**src/rtl/baser_pkg.sv**
```systemverilog
// Shared 64b/66b receive definitions: sync headers, descrambler taps, lock FSM states.
// Latency: n/a (constants and types only).
// Backpressure: n/a.
package baser_pkg;

  // Sync header encodings; 2'b00 and 2'b11 are never legal on the line.
  localparam logic [1:0] SYNC_DATA = 2'b01;
  localparam logic [1:0] SYNC_CTRL = 2'b10;

  // Scrambler polynomial x^58 + x^39 + 1.
  localparam int SCR_TAP_A = 39;
  localparam int SCR_TAP_B = 58;

  typedef enum logic [1:0] {
    UNLOCKED = 2'd0,
    SLIP     = 2'd1,
    LOCKED   = 2'd2
  } lock_state_t;

  function automatic logic hdr_is_valid(input logic [1:0] hdr);
    return (hdr == SYNC_DATA) || (hdr == SYNC_CTRL);
  endfunction

endpackage

```
**src/rtl/baser_descrambler.sv**
```systemverilog
// Self-synchronising x^58+x^39+1 descrambler: history register plus parallel XOR network.
// Latency: combinational data path; history advances on each enabled block.
// Backpressure: none; blocks with valid low leave the history untouched.
//
// Ports: clk, rst_n      clock and async active-low reset
//        valid           history update enable for the current block
//        in_data         scrambled payload, bit 0 received first
//        out_data        descrambled payload (combinational)
module baser_descrambler
  import baser_pkg::*;
#(
  parameter int DATA_WIDTH = 64
) (
  input  logic                  clk,
  input  logic                  rst_n,
  input  logic                  valid,
  input  logic [DATA_WIDTH-1:0] in_data,
  output logic [DATA_WIDTH-1:0] out_data
);

  // hist[57] is the most recently received scrambled bit.
  logic [SCR_TAP_B-1:0]            hist;
  logic [DATA_WIDTH+SCR_TAP_B-1:0] ext;

  assign ext = {in_data, hist};

  // Input bit i sits at ext[i+58]; the bits 39 and 58 positions earlier
  // are ext[i+19] and ext[i].
  always_comb begin
    out_data = '0;
    for (int i = 0; i < DATA_WIDTH; i++) begin
      out_data[i] = in_data[i] ^ ext[i + SCR_TAP_B - SCR_TAP_A] ^ ext[i];
    end
  end

  always_ff @(posedge clk or negedge rst_n) begin
    if (!rst_n) begin
      hist <= '0;
    end else if (valid) begin
      hist <= in_data[DATA_WIDTH-1 -: SCR_TAP_B];
    end
  end

endmodule

```
**src/rtl/baser_rx_lock_descrambler.sv**
```systemverilog
// 64b/66b receive front end: sync-header block lock, bitslip requests, payload descrambling.
// Latency: 1 cycle input to all outputs (all outputs registered).
// Backpressure: none; serdes_rx_valid low freezes every counter, the history and the outputs.
//
// Ports: clk, rst_n                      clock, async active-low reset
//        serdes_rx_data/hdr/valid        raw block from the gearbox
//        rx_data/hdr/valid               descrambled block, valid only while locked
//        rx_block_lock                   lock status
//        serdes_rx_bitslip               one-cycle slip request to the gearbox
//        rx_hdr_err_count                saturating count of bad headers seen while locked
module baser_rx_lock_descrambler
  import baser_pkg::*;
#(
  parameter int DATA_WIDTH  = 64,
  parameter int HDR_WIDTH   = 2,
  parameter int LOCK_COUNT  = 64,
  parameter int WINDOW      = 64,
  parameter int INVALID_MAX = 16,
  parameter int SLIP_WAIT   = 8,
  parameter int ERR_WIDTH   = 8
) (
  input  logic                  clk,
  input  logic                  rst_n,
  input  logic [DATA_WIDTH-1:0] serdes_rx_data,
  input  logic [HDR_WIDTH-1:0]  serdes_rx_hdr,
  input  logic                  serdes_rx_valid,
  output logic [DATA_WIDTH-1:0] rx_data,
  output logic [HDR_WIDTH-1:0]  rx_hdr,
  output logic                  rx_valid,
  output logic                  rx_block_lock,
  output logic                  serdes_rx_bitslip,
  output logic [ERR_WIDTH-1:0]  rx_hdr_err_count
);

  localparam int SH_W   = $clog2(LOCK_COUNT + 1);
  localparam int WIN_W  = $clog2(WINDOW + 1);
  localparam int INV_W  = $clog2(INVALID_MAX + 1);
  localparam int SLIP_W = $clog2(SLIP_WAIT + 1);

  lock_state_t          state_q, state_d;
  logic [SH_W-1:0]      sh_q, sh_d;
  logic [WIN_W-1:0]     win_q, win_d;
  logic [INV_W-1:0]     inv_q, inv_d;
  logic [SLIP_W-1:0]    slip_q, slip_d;
  logic [ERR_WIDTH-1:0] err_q, err_d;
  logic                 slip_pulse;
  logic                 hdr_bad;
  logic [SH_W-1:0]      sh_inc;
  logic [WIN_W-1:0]     win_inc;
  logic [INV_W-1:0]     inv_inc;
  logic [SLIP_W-1:0]    slip_inc;
  logic [DATA_WIDTH-1:0] descr_data;

  baser_descrambler #(
    .DATA_WIDTH (DATA_WIDTH)
  ) u_descrambler (
    .clk      (clk),
    .rst_n    (rst_n),
    .valid    (serdes_rx_valid),
    .in_data  (serdes_rx_data),
    .out_data (descr_data)
  );

  assign hdr_bad  = !hdr_is_valid(serdes_rx_hdr);
  assign sh_inc   = sh_q + SH_W'(1);
  assign win_inc  = win_q + WIN_W'(1);
  assign inv_inc  = inv_q + INV_W'(hdr_bad);
  assign slip_inc = slip_q + SLIP_W'(1);

  always_comb begin
    state_d    = state_q;
    sh_d       = sh_q;
    win_d      = win_q;
    inv_d      = inv_q;
    slip_d     = slip_q;
    err_d      = err_q;
    slip_pulse = 1'b0;

    if (serdes_rx_valid) begin
      case (state_q)
        UNLOCKED: begin
          if (hdr_bad) begin
            slip_pulse = 1'b1;
            sh_d       = '0;
            slip_d     = '0;
            state_d    = SLIP;
          end else if (sh_inc == SH_W'(LOCK_COUNT)) begin
            sh_d    = '0;
            win_d   = '0;
            inv_d   = '0;
            state_d = LOCKED;
          end else begin
            sh_d = sh_inc;
          end
        end

        // Headers are ignored here while the gearbox settles after the slip.
        SLIP: begin
          if (slip_inc == SLIP_W'(SLIP_WAIT)) begin
            slip_d  = '0;
            sh_d    = '0;
            state_d = UNLOCKED;
          end else begin
            slip_d = slip_inc;
          end
        end

        LOCKED: begin
          if (hdr_bad && (err_q != {ERR_WIDTH{1'b1}})) begin
            err_d = err_q + ERR_WIDTH'(1);
          end
          // The invalid-limit test comes first so a limit-reaching header on
          // the window's last block still drops lock.
          if (inv_inc == INV_W'(INVALID_MAX)) begin
            slip_pulse = 1'b1;
            win_d      = '0;
            inv_d      = '0;
            slip_d     = '0;
            sh_d       = '0;
            state_d    = SLIP;
          end else if (win_inc == WIN_W'(WINDOW)) begin
            win_d = '0;
            inv_d = '0;
          end else begin
            win_d = win_inc;
            inv_d = inv_inc;
          end
        end

        default: begin
          state_d = UNLOCKED;
          sh_d    = '0;
        end
      endcase
    end
  end

  always_ff @(posedge clk or negedge rst_n) begin
    if (!rst_n) begin
      state_q <= UNLOCKED;
      sh_q    <= '0;
      win_q   <= '0;
      inv_q   <= '0;
      slip_q  <= '0;
      err_q   <= '0;
    end else begin
      state_q <= state_d;
      sh_q    <= sh_d;
      win_q   <= win_d;
      inv_q   <= inv_d;
      slip_q  <= slip_d;
      err_q   <= err_d;
    end
  end

  always_ff @(posedge clk or negedge rst_n) begin
    if (!rst_n) begin
      rx_data           <= '0;
      rx_hdr            <= '0;
      rx_valid          <= 1'b0;
      rx_block_lock     <= 1'b0;
      serdes_rx_bitslip <= 1'b0;
    end else begin
      if (serdes_rx_valid) begin
        rx_data <= descr_data;
        rx_hdr  <= serdes_rx_hdr;
      end
      // Lock as it stands after this block: the locking block is emitted,
      // the lock-dropping block is not.
      rx_valid          <= serdes_rx_valid && (state_d == LOCKED);
      rx_block_lock     <= (state_d == LOCKED);
      serdes_rx_bitslip <= slip_pulse;
    end
  end

  assign rx_hdr_err_count = err_q;

endmodule
```
**config.mk**
```make
export PLATFORM = sky130hd
export DESIGN_NAME = baser_rx_lock_descrambler
export DESIGN_NICKNAME = d
export VERILOG_FILES = /design/src/rtl/baser_pkg.sv /design/src/rtl/baser_descrambler.sv /design/src/rtl/baser_rx_lock_descrambler.sv
export SDC_FILE = /design/constraint.sdc
export NUM_CORES = 1
export LEC_CHECK = 0
export ABC_AREA = 1
export ABC_CLOCK_PERIOD_IN_PS = 2100
export CAP_MARGIN = 20
export CORE_ASPECT_RATIO = 0.7
export CORE_MARGIN = 2
export CORE_UTILIZATION = 57
export CTS_BUF_LIST = sky130_fd_sc_hd__clkbuf_16
export CTS_CLUSTER_DIAMETER = 150
export DETAILED_ROUTE_END_ITERATION = 12
export DONT_BUFFER_PORTS = 1
export PLACE_DENSITY = 0.78
export SYNTH_ARGS = -nofsm -noshare
export SYNTH_HDL_FRONTEND = slang
export SYNTH_SLANG_ARGS = --single-unit
```
**constraint.sdc**
```tcl
create_clock -name clk -period 2.1 [get_ports clk]
set_clock_uncertainty 0.1 [all_clocks]
set_input_delay 0.315 -clock clk [delete_from_list [all_inputs] [get_ports clk]]
set_output_delay 0.315 -clock clk [all_outputs]
set_load 0.02 [all_outputs]
```
# == Yosys cells after proc, flatten, opt, wreduce, memory -nomap -nowiden ==
# Cells that the tools add are included.
# classes
eq_ne,15
addsub,5
muxes,29
bitwise_logic,128
n_reduce_logical,11
# op_table
op,n
$xor 1x1->1,128
$mux 7,8
$pmux 7 s3,1
$mux 5,4
$add 7x1->7 const B,2
$eq 7x7->1 const B,2
$pmux 7 s2,1
$mux 4,3
$pmux 4 s3,1
$mux 2,5
$ne 2x2->1 const B,5
$pmux 5 s2,1
$add 8x1->8 const B,1
$ne 8x8->1 const B,1
$reduce_and 4->1,2
$eq 2x2->1 const B,3
$pmux 2 s3,1
$reduce_and 3->1,2
$add 5x1->5,1
$eq 5x5->1 const B,1
$add 4x1->4 const B,1
$eq 2x1->1 const B,2
$eq 4x4->1 const B,1
$mux 1,3
other kinds (7),8
# totals
output_inout_bits,77
word_cells,200
reg_bits,160
input_bits,69

# == Logic depth before layout (Yosys ltp) ==
# Gate-level depths: netlist of run 1.
# logic_depth
word_depth,10
mapped_depth,15
mapped_depth_nobuf,15

# == By module ==
# Synthesis of run 1 repeated with hierarchy kept, for this count alone.
# hier_totals
cells_unflattened,1230
area_unflattened_um2,8518.2
# modules_own_cells
mod,area_each_um2,n_inst,seq_area_each_um2,cells_per_inst
baser_rx_lock_descrambler,4469.3,1,2552.4,537
baser_descrambler,4048.9,1,1451.4,693

# == Worst setup path after synthesis of run 1 ==
# Ideal clock, no wire load.
# synth_path
path_kind,input to register
from,in serdes_rx_hdr[1]
to,reg slip_q[0]
setup_time_ns,0.119
arrival_ns,2.119
stages,12
slack_ns,-0.238
cell_sequence,xor2_1 inv_1 ha_1 ha_1 or2_2 nor2_1 nand3_1 nand2_2 nand2_4 nor2_4 o21ai_0 o21a_1
# synth_between
elab_chain_len,7
# synth_rtl
item,line,text
start: declaration,baser_rx_lock_descrambler.sv:25,"input logic [HDR_WIDTH-1:0] serdes_rx_hdr,"
$eq 2x1->1 or $eq 2x2->1 (tied branches),baser_pkg.sv:21,return (hdr == SYNC_DATA) || (hdr == SYNC_CTRL);
$logic_or 1x1->1 *,baser_pkg.sv:21,
$logic_not 1->1,baser_rx_lock_descrambler.sv:64,assign hdr_bad = !hdr_is_valid(serdes_rx_hdr);
$add 5x1->5,baser_rx_lock_descrambler.sv:67,assign inv_inc = inv_q + INV_W'(hdr_bad);
$eq 5x5->1,baser_rx_lock_descrambler.sv:114,if (inv_inc == INV_W'(INVALID_MAX)) begin
$ne 2x2->1 (no source line),--,
$reduce_and 4->1 (no source line) *,--,
end signal: assignment,baser_rx_lock_descrambler.sv:151,slip_q <= slip_d;
end: declaration,baser_rx_lock_descrambler.sv:44,"logic [SLIP_W-1:0] slip_q, slip_d;"
# Every way passes the cells marked *; elsewhere a longest branch is shown, timed or not.
# A chain may end at the register's enable or synchronous reset.

# == Worst setup path after layout of run 1 ==
# layout_path
from,reg inv_q[0]
to,reg slip_q[0]
# layout_between
elab_chain_len,4
# layout_rtl
item,line,text
start: declaration,baser_rx_lock_descrambler.sv:43,"logic [INV_W-1:0] inv_q, inv_d;"
start signal: assignment,baser_rx_lock_descrambler.sv:150,inv_q <= inv_d;
$add 5x1->5,baser_rx_lock_descrambler.sv:67,
$eq 5x5->1,baser_rx_lock_descrambler.sv:114,
$ne 2x2->1 (no source line),--,
$reduce_and 4->1 (no source line),--,
# No other way between the ends.

==> results of run 1 <==
-- placed cells by master, fill, tap and decap left out, types with 2 or more instances in the layout --
cell type and instances:
clkinvlp_4 2, nand3_1 37, clkbuf_16 17, o21ai_1 3
inv_6 7, nand4_1 9, inv_1 24, ha_1 4
xnor2_1 43, nor3_1 19, o211ai_1 6, dfrtp_1 160
dlygate4sd3_1 130, ha_2 2, nand2_4 2, nand3_2 3
nor2_2 2, o21ai_0 70, nor2_1 47, clkinv_2 2
a21oi_1 7, clkinv_4 2, nor2_4 4, buf_4 7
xor2_1 72, nand2_1 317
-- registers in the layout (all words and copies together) (netlist names), 4 cells and up --
register,count
rx_hdr_err_count,8
slip_q,4
u_descrambler.hist,58
win_q,7
inv_q,5
rx_data,64
sh_q,7
-- cells by family after synthesis --
logic type      share of synthesized area, %
buf+inv                                3.218
xor+xnor                               13.27
flops                                  52.28
simple gates                           23.71
compound gates                         6.388
fa+ha+maj                              1.144
-- final timing paths --
check                                          to  slack (ps)  cells after the start
max                                     slip_q[0]         100                     10
min reg2reg                u_descrambler.hist[16]         390                      2
min                                      win_q[0]        -500                      0
max reg2reg                             slip_q[0]         100                     10
min in group clk                      rx_data[22]          10                      3
max in group asynchronous  u_descrambler.hist[11]        2140                      0
-- power groups by stage --
| stage | Clock [W] | Combinational [W] | Sequential [W] |
|---|---|---|---|
| floorplan | 0 | 0.00119 | 0.00429 |
| detailed placement | 0 | 0.00143 | 0.00442 |
| finish | 0.00303 | 0.00171 | 0.00439 |
| global route | 0.00320 | 0.00194 | 0.00445 |
| global placement | 0 | 0.00138 | 0.00441 |
| CTS | 0.00305 | 0.00166 | 0.00437 |
-- metal layers --
layer  part of all wire (%)  vias up  track usage (%)
met5                      0        -                0
met4                    2.4        0            10.74
met3                    8.3       45            7.506
met2                     46      256            45.04
met1                     43     3110            39.50
li1                       -     3040                -
-- final cells by class --
cell class / count / share of cell area (%)
clock inverters: 15 / 1.493
diodes: 1 / 0.02574
multi-input cells: 657 / 35.62
well taps: 166 / 2.136
clock buffers: 17 / 4.376
inverters: 26 / 1.030
repair buffers: 138 / 14.13
flip-flops and latches: 160 / 41.18
-- stage by stage --
step | utilization [%] | power, W | hold WS (ps) | area, µm² | instances
after detailed placement | 59.64 | 0.005856 | -74.35 | 7835 | 1017
after CTS | 73.89 | 0.009077 | -514.5 | 9707 | 1179
after global routing | 74.00 | 0.009593 | -520.5 | 9722 | 1180
after global placement | 59.64 | 0.005792 | -73.53 | 7835 | 1017
final | 74.00 | 0.009137 | -500.3 | 9722 | 1180
after floorplan | - | 0.005481 | -80.59 | 7701 | 875
-- what timing repair did --
| item | CTS | global route |
|---|---|---|
| endpoints found under the setup margin | 0 | 16 |
| hold endpoints to repair | 246 | 160 |
| resized for setup | 0 | 3 |
| setup buffers | 0 | 0 |
==> impl_metrics.toml, run 1 <==
[synth]
synthFlopType = "dfrtp_1"
ys_top_cells_by_area = "dfrtp_1 52%, nand2_1 16%, xor2_1 8.3%"
synthCells = 875
ys_warn_count = 0
synthDistinctLibCells = 30
syn_nets = 951
synth_top_cell_area_share_pct = 52.28
async_flop_share_pct = 100.0
synth-seq-area-share_pct = 52.28
yosysMostFrequentCell = "nand2_1"
netlist_area_um2 = 7659
synth_commonest_cells = "317 x nand2_1, 160 x dfrtp_1, 73 x xor2_1"
syn_avg_cell_area_um2 = 8.753
synth-edff-count = 0
synth_top_area_cell = "dfrtp_1"
ys_ff_latch = 160

[worst_setup_path]
crit_family = "simple AND/OR/NAND/NOR gates"
critPathSlowestCell = "dfrtp_1"
cpPeakStageDelay_ps = 390
end_kind = "flip-flop"
path_buf_inv = 0
worstSetupStartpoint = "inv_q[0]"
critPathKind = "flip-flop to flip-flop"
arrival_ps = 2200
required_ps = 2300
cp-start-kind = "flip-flop"
worstReg2RegStart = "inv_q[0]"
cp_max_fo = 6
crit_chain = "ha_2 > ha_4 > or2_4 > nor2_4 > nand3_2 > nand2_4 > nand2_4 > nor2_4 > o21ai_1 > o21a_1"

[finish]
final-seq-area_um2 = 4004
nets = 1076
multi_input_area_um2 = 3463
n_fill_cell = 868
layout-drive-gt1-share_pct = 6.219
area_delta_synth_final_pct = 26.94

[pwr]
p_leak_nw = 4.463
seq_power_share_pct = 48.0
power_density_nw_per_um2 = 939.8
switching_share_pct = 34.35
combPwrFrac_pct = 18.8
clockPowerShare_pct = 33.2
power.ir.vdd_worst_uv = 608.5
p_int_w = 0.005998
p_sw_w = 0.003139

[placement]
port_buffers = 0
hpwl_um = 11310
gp_congestion = 0.8715
place_ws_ps = -65.37

[run_status]
status = "finished with violations"
violations = "negative hold slack"

[clock_tree]
cts-root-buf = "clkbuf_16"
cts_hold_buf = 130
clock-sinks = 160
clk_pin_slew_worst_paths_ps = 70
cts_max_path_buffers = 2
htree_levels = 4
cts_tree = "yes"
insertion_delay_ps = 410
cts_buffers = 17

[sta]
max-slew-margin-rel_pct = 56.37
finalHoldViolCount = 160
final-max-slew-violation-count = 0
tns_ps = 0
rsz0062_at_grt = "yes"
holdWs_ps = -500.3
worst_pin_slew_ps = 654.4
fmax_mhz = 499.1
postLayoutSetupSlackWorst_ps = 96.27
timing.final.crit_share_pct = 95.42
setup_violations = 0
period_needed_ps = 2004

[detailed_routing]
firstDrtPassIters = 6
drc = 0
wl_per_cell_um = 17.02
routed_wl_um = 20080
via_per_inst = 5.467
vias = 6451
antenna_left = 0
drt-initial-drc-count = 516

[grt]
grt_util_all_layers_pct = 28.92
grt_pass1_vias = 6563
grt_max_degree = 168
grt.overflow.total = 0
grt_pass1_wl_um = 32550
antenna_found_initial = 1

[floorplan]
start_util_pct = 58.30
num_rows = 35
coreArea_um2 = 13140
dieHeight_um = 101.0
die_w_um = 142.5
die_area_um2 = 14390
ios = 146

[hold_path]
hold_path_class = "input pin to asynchronous set/reset pin"

[flow_run]
max_cap_viol_count = 0
Power figures use the tool's default switching activity.
==> run 2: changes to the inputs <==
- CTS_CLUSTER_SIZE: unset -> 28
- RECOVER_POWER: unset -> 100
==> run 2 against run 1 <==
- the run still ends with negative hold slack left
- wire length about the same
- sequential share of layout area about the same
- maximum frequency about the same
- utilization decreased by 0.057 points
- flip-flop and latch count unchanged
- global-route usage unchanged
==> impl_metrics.toml, run 2 (synthesized netlist as in run 1, its figures left out) <==
[finish]
final_cells = 1180
final_area_um2 = 9714
area_delta_synth_final_pct = 26.84
n_fill_cell = 870
largest_reg_flops = 64
top_register = "rx_data"
final_cell_mix = "317 x nand2_1, 160 x dfrtp_1, 130 x dlygate4sd3_1"
final_common_cell = "nand2_1"
nets = 1076
layout-drive-gt1-share_pct = 6.022

[grt]
grt_max_degree = 168
grt.overflow.total = 0
grt_util_all_layers_pct = 28.92
grt_pass1_wl_um = 32550
grt_pass1_vias = 6563
antenna_found_initial = 1

[detailed_routing]
routed_wl_um = 20070
vias = 6465
firstDrtPassIters = 5
drt-initial-drc-count = 515
via_per_inst = 5.479
antenna_left = 0
wl_per_cell_um = 17.01
drc = 0

[floorplan]
ios = 146
dieHeight_um = 101.0
num_rows = 35
die_w_um = 142.5
coreArea_um2 = 13140
die_area_um2 = 14390
start_util_pct = 58.30

[worst_setup_path]
critPathKind = "flip-flop to flip-flop"
cp_max_fo = 7
reg2regPathDepth = 10
r2r_slack_ps = 100
end_kind = "flip-flop"
required_ps = 2320
path_buf_inv = 0
critPathSlowestCell = "dfrtp_1"
arrival_ps = 2220
crit_chain = "ha_2 > ha_4 > or2_4 > nor2_4 > nand3_2 > nand2_4 > nand2_4 > nor2_4 > nand4_1 > o21ai_0"
reg2reg_to = "sh_q[3]"
worstSetupStartpoint = "inv_q[0]"
crit_family = "simple AND/OR/NAND/NOR gates"
cp-start-kind = "flip-flop"
cpPeakStageDelay_ps = 390
worstReg2RegStart = "inv_q[0]"

[clock_tree]
htree_levels = 4
cts_max_path_buffers = 2
clk_pin_slew_worst_paths_ps = 70
post-cts-setup-buffers = 0
clock-sinks = 160
cts_tree = "yes"
insertion_delay_ps = 410
cts_buffers = 17
cts-root-buf = "clkbuf_16"
cts_hold_buf = 130

[sta]
worst_pin_slew_ps = 651.5
timing.final.crit_share_pct = 95.46
rsz0062_at_grt = "yes"
period_needed_ps = 2005
fmax_mhz = 498.9
holdWs_ps = -501.8
final-max-slew-violation-count = 0
max-slew-margin-rel_pct = 56.56
tns_ps = 0
setup_violations = 0
finalHoldViolCount = 160

[placement]
gp_congestion = 0.8715
placed_cell_area_um2 = 7835
hpwl_um = 11310
placed_cells = 1017
port_buffers = 0

[run_status]
status = "finished with violations"
violations = "negative hold slack"

[pwr]
p_leak_nw = 4.455
power.ir.vdd_worst_uv = 610.9
power_density_nw_per_um2 = 940.2

[hold_path]
hold_path_class = "input pin to asynchronous set/reset pin"

[flow_run]
max_cap_viol_count = 0
run 2: cell types whose count changed in the layout (fill, tap and decap cells not counted):
cell,change
clkinvlp_2,+1
inv_4,-1
buf_4,-1
nor2_1,+1
nor2_2,-1
clkbuf_1,+1
run 2: worst max path at each step:
stage,end,slack (ps),cells after the start
2_1_floorplan,slip_q[0],10,12
3_3_place_gp,slip_q[0],6,12
3_5_place_dp,sh_q[2],-70,11
4_1_cts,sh_q[2],100,9
5_1_grt,sh_q[2],-10,10
6_report,sh_q[3],100,10
run 2: area by class of cell:
class                           instances  area (µm²)  area share (%)
Clock inverter                         15       145.1           1.494
Sequential cell                       160        4004           41.22
Multi-Input combinational cell        657        3461           35.63
Timing Repair Buffer                  138        1370           14.10
Clock buffer                           17       425.4           4.379
Tap cell                              166       207.7           2.138
Inverter                               26       98.84           1.018
Antenna cell                            1       2.502         0.02576
run 2: power breakdown:
group	total (W)	leakage [nW]	internal, W	switching (W)
clock	0.00304	0.278	0.00167	0.00137
combinational	0.00171	2.21	0.000766	0.000942
sequential	0.00439	1.97	0.00356	0.000830
run 2: what timing repair did:
action	4_1_cts	5_1_grt
hold endpoints to repair	246	160
setup endpoints to repair	0	16
resized for setup	0	3
run 2: metrics by stage:
stage | utilization [%] | hold WS (ps) | total power [W] | setup WS [ps]
floorplan | - | -80.59 | 0.005481 | 12.57
finish | 73.94 | -501.8 | 0.009134 | 95.44
global placement | 59.64 | -73.53 | 0.005792 | 6.382
detailed placement | 59.64 | -74.35 | 0.005856 | -65.37
global route | 73.94 | -520.5 | 0.009587 | -14.09
CTS | 73.89 | -514.5 | 0.009077 | 95.70
run 2: metal layers:
metal	vias to the layer above	global-route usage [%]	share of wire, %
li1	3040	-	-
met5	-	0	0
met3	44	7.506	8.2
met1	3130	39.50	43
met4	0	10.74	2.3
met2	251	45.04	47
==> run 3: changes to the inputs <==
- ABC_CLOCK_PERIOD_IN_PS: 2100 -> 1660
- SETUP_SLACK_MARGIN: unset -> 0.3
- clock period: 2.1 -> 1.66 ns (I/O delays scaled with it)
==> run 3 against run 2 <==
- the flow finishes with violations (negative hold slack, negative setup slack)
- register-to-register slack got worse by 390 ps
- sequential power grew 25%
- combinational power rose by 65%
- final area increased by 5.5%
- total power increased by 34%
- wire length up 12%
==> impl_metrics.toml, run 3 (synthesized netlist as in run 1, its figures left out) <==
[floorplan]
dieHeight_um = 101.0
start_util_pct = 58.30
num_rows = 35
die_w_um = 142.5
die_area_um2 = 14390
ios = 146
coreArea_um2 = 13140

[flow_run]
max_cap_viol_count = 0

[worst_setup_path]
critPathKind = "flip-flop to flip-flop"
cpPeakStageDelay_ps = 410
crit_chain = "ha_4 > ha_4 > or2_4 > nor2_4 > nand3_4 > nand2_4 > nand2_4 > nor2_4 > nand4_1 > o21ai_0"
cp_max_fo = 7
crit_family = "simple AND/OR/NAND/NOR gates"
path_buf_inv = 0
end_kind = "flip-flop"
arrival_ps = 2200
r2r_slack_ps = -300
critPathSlowestCell = "dfrtp_1"
required_ps = 1900
cp-start-kind = "flip-flop"

[run_status]
violations = "negative hold slack, negative setup slack"
status = "finished with violations"

[finish]
n_fill_cell = 823
layout-drive-gt1-share_pct = 14.23
final_common_cell = "nand2_1"
final_cell_mix = "304 x nand2_1, 158 x dfrtp_1, 112 x dlygate4sd3_1"
antenna_cells = 0
nets = 1117
area_delta_synth_final_pct = 33.87
post-route-util_pct = 78.04
largest_reg_flops = 64
final_cells = 1220
top_register = "rx_data"
final_area_um2 = 10250

[detailed_routing]
wl_per_cell_um = 18.48
drc = 0
firstDrtPassIters = 5
antenna_left = 0
via_per_inst = 5.580
routed_wl_um = 22550
drt-initial-drc-count = 388
vias = 6808

[grt]
grt_util_all_layers_pct = 30.56
grt_max_degree = 164
grt_pass1_wl_um = 33890
antenna_found_initial = 0
grt.overflow.total = 0
grt_pass1_vias = 6735

[clock_tree]
cts_max_path_buffers = 2
htree_levels = 4
clock-sinks = 160
cts-root-buf = "clkbuf_16"
cts_buffers = 17
insertion_delay_ps = 430
clk_pin_slew_worst_paths_ps = 70
cts_tree = "yes"

[placement]
gp_congestion = 0.8585
placed_cell_area_um2 = 8189
port_buffers = 0
hpwl_um = 12220
placed_cells = 1055

[pwr]
power_density_nw_per_um2 = 1191
power.ir.vdd_worst_uv = 868.1
p_leak_nw = 4.765

[sta]
finalHoldViolCount = 160
timing.final.crit_share_pct = 117.9
final-max-slew-violation-count = 0
period_needed_ps = 1958
fmax_mhz = 510.8
setup_violations = 31
worst_pin_slew_ps = 939.6
max-slew-margin-rel_pct = 37.36
holdWs_ps = -581.7
postLayoutSetupSlackWorst_ps = -297.7
rsz0062_at_grt = "yes"

[hold_path]
hold_path_class = "input pin to asynchronous set/reset pin"
## run 3: routing by layer
layer / vias up / global-route usage, % / share of wire, %
li1: 3123 / - / -
met1: 3335 / 38.83 / 41
met2: 296 / 50.04 / 49
met3: 54 / 8.551 / 8.0
met4: 0 / 12.19 / 2.9
met5: - / 0 / 0
## run 3: area by class of cell
| type | instances | area (µm²) | area share [%] |
|---|---|---|---|
| clock buffers | 17 | 425.4 | 4.149 |
| clock inverters | 15 | 151.4 | 1.477 |
| inverters | 26 | 103.9 | 1.013 |
| multi-input cells | 657 | 3682 | 35.92 |
| flip-flops and latches | 160 | 4006 | 39.08 |
| well taps | 166 | 207.7 | 2.026 |
| repair buffers | 179 | 1675 | 16.34 |
## run 3: final timing paths
| kind | from | endpoint | depth (start not counted) |
|---|---|---|---|
| max in group asynchronous | rst_n | rx_data[52] | 0 |
| setup / recovery | inv_q[0] | sh_q[4] | 10 |
| min in group clk | serdes_rx_data[26] | rx_data[26] | 3 |
| hold reg to reg | u_descrambler.hist[12] | u_descrambler.hist[12] | 2 |
| hold / removal | rst_n | win_q[1] | 0 |
| setup reg to reg | inv_q[0] | sh_q[4] | 10 |
## run 3: worst register-to-register path: stages (launching register included)
cell     delay [ps]
dfrtp_1         410
ha_4            180
ha_4            210
or2_4           230
nor2_4          120
nand3_4          90
nand2_4         100
nand2_4          80
nor2_4          180
nand4_1          90
o21ai_0          80
## run 3: repair_timing
item	in CTS	in global routing
gates cloned	0	1
pin swaps	8	17
buffers inserted	8	3
hold buffers	119	2
hold endpoints to repair	259	188
gates resized for setup	38	32
endpoints found under the setup margin	38	50
## run 3: per-stage QoR
stage | setup WS [ps] | total power, W | setup TNS (ps)
after floorplan | -304.0 | 0.006989 | -4498
after global placement | -326.2 | 0.007661 | -6034
after detailed placement | -361.8 | 0.007745 | -6840
after CTS | -291.9 | 0.01210 | -5341
after global routing | -417.8 | 0.01280 | -9499
final | -297.7 | 0.01221 | -6562
## run 3: where the power goes
part	internal (W)	switching (W)
registers	0.00451	0.000978
logic	0.00129	0.00154
clock network	0.00212	0.00178
